`config.mk`:
```
export PLATFORM = sky130hd
export DESIGN_NAME = neander_core_flat
export DESIGN_NICKNAME = d
export VERILOG_FILES = /design/src/rtl/neander_pkg.sv /design/src/rtl/neander_if.sv /design/src/rtl/neander_alu.sv /design/src/rtl/neander_core.sv /design/src/flat_wrapper.sv
export SDC_FILE = /design/constraint.sdc
export NUM_CORES = 1
export LEC_CHECK = 0
export ABC_AREA = 1
export CORE_MARGIN = 10
export CORE_UTILIZATION = 45
export DETAILED_ROUTE_END_ITERATION = 16
export PLACE_DENSITY = 0.75
export SYNTH_ARGS = -nofsm -noshare
export SYNTH_HDL_FRONTEND = slang
export SYNTH_HIERARCHICAL = 1
export SYNTH_SLANG_ARGS = --single-unit
```
`constraint.sdc`:
```
create_clock -name clk -period 2.4 [get_ports clk]
set_input_delay 0.24 -clock clk [delete_from_list [all_inputs] [get_ports clk]]
set_output_delay 0.24 -clock clk [all_outputs]
set_load 0.005 [all_outputs]
```
`src/rtl/neander_pkg.sv`:
```
// Shared opcodes and FSM encoding for the Neander/Ahmes accumulator CPU.
package neander_pkg;

    localparam logic [3:0] OP_NOP = 4'h0;
    localparam logic [3:0] OP_STA = 4'h1;
    localparam logic [3:0] OP_LDA = 4'h2;
    localparam logic [3:0] OP_ADD = 4'h3;
    localparam logic [3:0] OP_OR  = 4'h4;
    localparam logic [3:0] OP_AND = 4'h5;
    localparam logic [3:0] OP_NOT = 4'h6;
    localparam logic [3:0] OP_SUB = 4'h7;
    localparam logic [3:0] OP_JMP = 4'h8;
    localparam logic [3:0] OP_JN  = 4'h9;
    localparam logic [3:0] OP_JZ  = 4'hA;
    localparam logic [3:0] OP_JC  = 4'hB;
    localparam logic [3:0] OP_HLT = 4'hF;

    typedef enum logic [2:0] {
        S_FETCH,
        S_DECODE,
        S_OPER,
        S_READ,
        S_WRITE,
        S_HALT
    } state_t;

    // States that own a memory transaction.
    function automatic logic needs_bus(state_t s);
        return (s == S_FETCH) || (s == S_OPER) || (s == S_READ) || (s == S_WRITE);
    endfunction

endpackage

```
`src/rtl/neander_if.sv`:
```
// Memory req/ack port of the Neander core; master = CPU, slave = memory.
interface neander_if #(
    parameter int DATA_W = 8,
    parameter int ADDR_W = 8
);
    logic              req;
    logic              we;
    logic [ADDR_W-1:0] addr;
    logic [DATA_W-1:0] wdata;
    logic              ack;
    logic [DATA_W-1:0] rdata;

    modport master (output req, we, addr, wdata, input ack, rdata);
    modport slave  (input req, we, addr, wdata, output ack, rdata);
endinterface

```
`src/rtl/neander_alu.sv`:
```
// Combinational accumulator ALU. Carry/SUB path exists only with NEANDER_AHMES_EN.
module neander_alu import neander_pkg::*; #(
    parameter int DATA_W = 8
) (
    input  logic [3:0]        op,
    input  logic [DATA_W-1:0] a,
    input  logic [DATA_W-1:0] b,
`ifdef NEANDER_AHMES_EN
    input  logic              c_in,
    output logic              c,
`endif
    output logic [DATA_W-1:0] res,
    output logic              n,
    output logic              z
);

`ifdef NEANDER_AHMES_EN
    logic [DATA_W:0] wide;

    always_comb begin
        res  = a;
        c    = c_in;
        wide = '0;
        case (op)
            OP_LDA: res = b;
            OP_ADD: begin
                wide = {1'b0, a} + {1'b0, b};
                res  = wide[DATA_W-1:0];
                c    = wide[DATA_W];
            end
            // C=1 means no borrow, i.e. a >= b unsigned.
            OP_SUB: begin
                wide = {1'b0, a} - {1'b0, b};
                res  = wide[DATA_W-1:0];
                c    = ~wide[DATA_W];
            end
            OP_OR:  res = a | b;
            OP_AND: res = a & b;
            OP_NOT: res = ~a;
            default: res = a;
        endcase
    end
`else
    always_comb begin
        res = a;
        case (op)
            OP_LDA: res = b;
            OP_ADD: res = a + b;
            OP_OR:  res = a | b;
            OP_AND: res = a & b;
            OP_NOT: res = ~a;
            default: res = a;
        endcase
    end
`endif

    assign n = res[DATA_W-1];
    assign z = (res == '0);

endmodule

```
`src/rtl/neander_core.sv`:
```
// Multicycle Neander accumulator CPU with latency-tolerant req/ack memory port.
// Define NEANDER_AHMES_EN to add SUB, JC and the carry flag.
module neander_core import neander_pkg::*; #(
    parameter int              DATA_W   = 8,
    parameter int              ADDR_W   = 8,
    parameter logic [ADDR_W-1:0] RESET_PC = '0
) (
    input  logic              clk,
    input  logic              rst,
    neander_if.master         mem,
    output logic [ADDR_W-1:0] pc,
    output logic [DATA_W-1:0] ac,
    output logic              flag_n,
    output logic              flag_z,
    output logic              flag_c,
    output logic              halted
);

    state_t            state, state_nxt;
    logic [ADDR_W-1:0] pc_nxt, opaddr, opaddr_nxt;
    logic [3:0]        ir, ir_nxt;
    logic [DATA_W-1:0] ac_nxt, alu_res;
    logic              n_q, z_q, n_nxt, z_nxt, alu_n, alu_z;
    logic              req_q, we_q, xfer;

`ifdef NEANDER_AHMES_EN
    logic c_q, c_nxt, alu_c;
`endif

    neander_alu #(.DATA_W(DATA_W)) u_alu (
        .op   (ir),
        .a    (ac),
        .b    (mem.rdata),
`ifdef NEANDER_AHMES_EN
        .c_in (c_q),
        .c    (alu_c),
`endif
        .res  (alu_res),
        .n    (alu_n),
        .z    (alu_z)
    );

    assign xfer = mem.req & mem.ack;

    always_comb begin
        state_nxt  = state;
        pc_nxt     = pc;
        ir_nxt     = ir;
        opaddr_nxt = opaddr;
        ac_nxt     = ac;
        n_nxt      = n_q;
        z_nxt      = z_q;
`ifdef NEANDER_AHMES_EN
        c_nxt      = c_q;
`endif
        case (state)
            S_FETCH: if (xfer) begin
                ir_nxt    = mem.rdata[DATA_W-1 -: 4];
                pc_nxt    = pc + 1'b1;
                state_nxt = S_DECODE;
            end
            S_DECODE: begin
                state_nxt = S_FETCH;
                case (ir)
                    OP_NOT: begin
                        ac_nxt = alu_res;
                        n_nxt  = alu_n;
                        z_nxt  = alu_z;
                    end
                    OP_HLT: state_nxt = S_HALT;
                    OP_STA, OP_LDA, OP_ADD, OP_OR, OP_AND, OP_JMP: state_nxt = S_OPER;
`ifdef NEANDER_AHMES_EN
                    OP_SUB: state_nxt = S_OPER;
                    OP_JC:  if (c_q) state_nxt = S_OPER; else pc_nxt = pc + 1'b1;
`endif
                    // Untaken conditional branch skips its operand word.
                    OP_JN:  if (n_q) state_nxt = S_OPER; else pc_nxt = pc + 1'b1;
                    OP_JZ:  if (z_q) state_nxt = S_OPER; else pc_nxt = pc + 1'b1;
                    default: state_nxt = S_FETCH;
                endcase
            end
            S_OPER: if (xfer) begin
                pc_nxt     = pc + 1'b1;
                opaddr_nxt = mem.rdata[ADDR_W-1:0];
                case (ir)
                    // Only taken branches reach S_OPER.
`ifdef NEANDER_AHMES_EN
                    OP_JMP, OP_JN, OP_JZ, OP_JC: begin
`else
                    OP_JMP, OP_JN, OP_JZ: begin
`endif
                        pc_nxt    = mem.rdata[ADDR_W-1:0];
                        state_nxt = S_FETCH;
                    end
                    OP_STA:  state_nxt = S_WRITE;
                    default: state_nxt = S_READ;
                endcase
            end
            S_READ: if (xfer) begin
                ac_nxt    = alu_res;
                n_nxt     = alu_n;
                z_nxt     = alu_z;
`ifdef NEANDER_AHMES_EN
                c_nxt     = alu_c;
`endif
                state_nxt = S_FETCH;
            end
            S_WRITE: if (xfer) state_nxt = S_FETCH;
            S_HALT:  state_nxt = S_HALT;
            default: state_nxt = S_FETCH;
        endcase
    end

    // req/we are registered from the next state so they stay low in the reset
    // cycle and remain stable across a stalled transaction.
    always_ff @(posedge clk) begin
        if (rst) begin
            state  <= S_FETCH;
            pc     <= RESET_PC;
            ir     <= OP_NOP;
            opaddr <= '0;
            ac     <= '0;
            n_q    <= 1'b0;
            z_q    <= 1'b1;
            req_q  <= 1'b0;
            we_q   <= 1'b0;
`ifdef NEANDER_AHMES_EN
            c_q    <= 1'b0;
`endif
        end else begin
            state  <= state_nxt;
            pc     <= pc_nxt;
            ir     <= ir_nxt;
            opaddr <= opaddr_nxt;
            ac     <= ac_nxt;
            n_q    <= n_nxt;
            z_q    <= z_nxt;
            req_q  <= needs_bus(state_nxt);
            we_q   <= (state_nxt == S_WRITE);
`ifdef NEANDER_AHMES_EN
            c_q    <= c_nxt;
`endif
        end
    end

    assign mem.req   = req_q;
    assign mem.we    = we_q;
    assign mem.addr  = (state == S_READ || state == S_WRITE) ? opaddr : pc;
    assign mem.wdata = ac;

    assign flag_n = n_q;
    assign flag_z = z_q;
`ifdef NEANDER_AHMES_EN
    assign flag_c = c_q;
`else
    assign flag_c = 1'b0;
`endif
    assign halted = (state == S_HALT);

endmodule
```
`src/flat_wrapper.sv`:
```
// flat-port wrapper written by rule: the top's interface ports become plain ports
module neander_core_flat import neander_pkg::*;
#(
    parameter int              DATA_W   = 8,
    parameter int              ADDR_W   = 8,
    parameter logic [ADDR_W-1:0] RESET_PC = '0
)
  (clk, rst, pc, ac, flag_n, flag_z, flag_c, halted, mem_req, mem_we, mem_addr, mem_wdata, mem_ack, mem_rdata);
  neander_if #(.DATA_W(DATA_W), .ADDR_W(ADDR_W)) mem_i ();
  input  logic clk;
  input  logic rst;
  output logic [ADDR_W-1:0] pc;
  output logic [DATA_W-1:0] ac;
  output logic flag_n;
  output logic flag_z;
  output logic flag_c;
  output logic halted;
  output wire logic [$bits(mem_i.req)-1:0] mem_req;
  output wire logic [$bits(mem_i.we)-1:0] mem_we;
  output wire logic [$bits(mem_i.addr)-1:0] mem_addr;
  output wire logic [$bits(mem_i.wdata)-1:0] mem_wdata;
  input wire logic [$bits(mem_i.ack)-1:0] mem_ack;
  input wire logic [$bits(mem_i.rdata)-1:0] mem_rdata;
  assign mem_req = mem_i.req;
  assign mem_we = mem_i.we;
  assign mem_addr = mem_i.addr;
  assign mem_wdata = mem_i.wdata;
  assign mem_i.ack = mem_ack;
  assign mem_i.rdata = mem_rdata;
  neander_core #(.DATA_W(DATA_W), .ADDR_W(ADDR_W), .RESET_PC(RESET_PC)) u_core (.clk(clk), .rst(rst), .mem(mem_i), .pc(pc), .ac(ac), .flag_n(flag_n), .flag_z(flag_z), .flag_c(flag_c), .halted(halted));
endmodule
```
==> results.txt <==
Status: completed
WL final: 8450 um
Final Hold Viols: 0
Most frequent CP cell: nand2_1
Synth warnings: 6
Routed length per instance: 13.9 um
Fillers: 635
Hold Worst Slack: 0.495 ns
HPWL Detailed: 6560 um
Port Buffers: 47
Top cells by area, synth: dfxtp_1, nand2_1, nor2_1, nand3_1, inv_1
Vias in the first global route: 3,003
Post-place setup slack: 0.0794 ns
Sink Count: 35
Kind of critical path: flip-flop to output port
EDFF count, synth: 0
Starting Density: 46.3%
Final setup margin: 0.184 ns
Total power per unit cell area: 496 nW/um^2
Fin cells: 606
Top_reg_cell synth: dfxtp_1
Worst setup EP type: output port
Maximum vdd drop: 357 uV
ANT nets after route: 0
Area delta synth->final: 22.5%
Distinct cell type count after synthesis: 36
Worst Setup SP: u_core/state[2]
DIE HEIGHT: 101 um
Leakage power: 1.75 nW
Via/cell ratio: 5.27
Slew HR: 62.4%
Reg2Reg Setup Slack: 0.40 ns
FF-to-FF Start: u_core/ac[2]
CTS HTree Levels: 2
Total power: 0.00177 W
CTS clk-pin slew, worst paths: 0.08 ns
Critical Path AT: 1.98 ns
GRT overflow: 0
Reg2reg path depth: 13
CP max stage cell: clkdlybuf4s50_1
Avg Inst Size Synth: 6.07 um^2
Top cells by count, synth: nand2_1, nor2_1, inv_1
CTS max path bufs: 2
Slowest stage delay, CP: 0.51 ns
First-pass DRT Iterations: 5
Seq/Total Area, Yosys: 24.0%
CP top delay family: buffers and inverters
Cell accounting for the most synthesized area: dfxtp_1
Post-Place Cells: 598
Max-slew violation count: 0
Critical path endpoint: mem_addr[3]
Ys async rst share: 0%
Unrepaired setup endpoints after global routing: no
# diodes: 0
Critical path buffers and inverters: 3
Post-Syn Instances: 481
Share of cells above drive strength 1: 9.64%
Worst-margin pin slew: 0.562 ns
Fin crit share: 92.3%
Post-CTS setup buffer count: 0
Synth Net Count: 510
CTS tree: done
Post-layout net count: 557
Clock latency on the worst-skew pair: 0.30 ns
Worst Path Max Fanout: 13
Setup TNS: 0 ns
Crit path cell chain: inv_2 -> nand3_1 -> nand2_4 -> inv_1 -> nand2_1 -> nand2_1 -> clkdlybuf4s50_1
Startpoint Class: flip-flop
Die area: 10,100 um^2
Max-cap viol count: 0
Yosys top cell area share: 24.0%
CTS Buf Count: 5
GPL Wtd Cong: 0.933
Die width: 101 um
Placeable Area: 6310 um^2
Final setup fails: 0
WP depth: 7
WP data required: 2.16 ns
Clock skew: 0.00688 ns
Pin count of the biggest net entering global routing: 16
Worst flop-to-flop path endpoint: u_core/flag_z
Via count: 3,196
Antenna violations before repair: 0
Mapped cell area: 2920 um^2
DRC Markers: 0
Hold Crit Class: flip-flop to flip-flop
Ports: 49
FMAX: 451 MHz
Most numerous cell in the Yosys netlist: nand2_1
Seq cells post-synth: 35
Row count: 29
Initial drt markers: 280
Root Buffer: clkbuf_8
Gr usage total: 16.8%
First-pass GRT wire length: 14,100 um
Minimum clock period: 2.22 ns
-- registers in the layout, summed over array words and instances, names as in the netlist --
signal,cells
u_core/opaddr,8
u_core/state,3
u_core/mem.req,1
u_core/pc,8
u_core/ir,4
u_core/flag_n,1
u_core/ac,8
u_core/mem.we,1
u_core/flag_z,1
-- cells by family (layout without fill, tap and decap cells) --
family                   count (synthesis)  in the layout  share of synthesized area (%)
adder cells (fa/ha/maj)                 18             18                           7.97
buffers and inverters                   93            141                           14.6
AND/OR/NAND/NOR                        273            273                           42.2
other                                    1              1                          0.128
XOR/XNOR                                 2              2                          0.600
flip-flops                              35             35                           24.0
AO/OA/AOI/OAI                           59             59                           10.5
-- power breakdown --
part,switching (W),internal (W)
clock network,0.000241,0.000415
logic,0.000272,0.000198
registers,0.0000431,0.000606
total,0.000556,0.00122
-- cell usage in the layout, fill, tap and decap left out, types with 2 or more instances in the layout --
cell             synthesis  final
nand2_1                111    110
nor2_1                  76     76
inv_1                   66     66
nand3_1                 56     56
clkdlybuf4s50_1          0     47
dfxtp_1                 35     35
o21ai_0                 33     33
ha_1                    17     17
buf_4                   12     12
o21ai_1                 11     11
a21oi_1                 11     11
nand2_2                  7      7
inv_2                    6      6
clkbuf_8                 1      5
nand3_2                  5      5
nand2_4                  3      4
nor2_4                   4      4
nor3_1                   4      4
nand3b_1                 3      3
bufinv_16                0      2
-- timing repair --
item / CTS / global route
endpoints found under the setup margin: 1 / 2
hold buffers: 0 / 0
resized for setup: 1 / 1
-- metrics by stage --
step,instance area (um^2),util [%]
6_report,3580,56.7
3_3_place_gp,3430,54.4
2_1_floorplan,2920,-
4_1_cts,3570,56.6
3_5_place_dp,3430,54.4
5_1_grt,3580,56.7
-- worst min-delay path by stage --
stage | start | endpoint | cells past startpoint
after detailed placement | u_core/opaddr[2] | u_core/opaddr[2] | 2
final | u_core/opaddr[6] | u_core/opaddr[6] | 2
after floorplan | rst | u_core/pc[7] | 1
after global placement | u_core/opaddr[5] | u_core/opaddr[5] | 2
after CTS | u_core/opaddr[5] | u_core/opaddr[5] | 2
after global routing | u_core/opaddr[5] | u_core/opaddr[5] | 2
-- layer usage --
metal	vias to the layer above	global-route usage, %	part of all wire [%]
met3	15	3.50	7.6
li1	1595	-	-
met2	139	27.8	49
met4	0	6.85	1.3
met5	-	0	0
met1	1447	20.7	42
-- layout make-up --
type / instances / area (um^2) / share of cell area [%]
clock buffers: 5 / 68.8 / 1.92
multi-input cells: 353 / 1800 / 50.4
inverters: 74 / 282 / 7.87
flip-flops and latches: 35 / 701 / 19.6
repair buffers: 59 / 561 / 15.7
clock inverters: 3 / 67.6 / 1.89
well taps: 77 / 96.3 / 2.69
-- worst min-delay path, cell delays in order, from the launching register on --
cell	delay, ns
dfxtp_1	0.31
nor2_1	0.09
nor2_1	0.05
No activity file was read; power rests on OpenSTA's default activity.
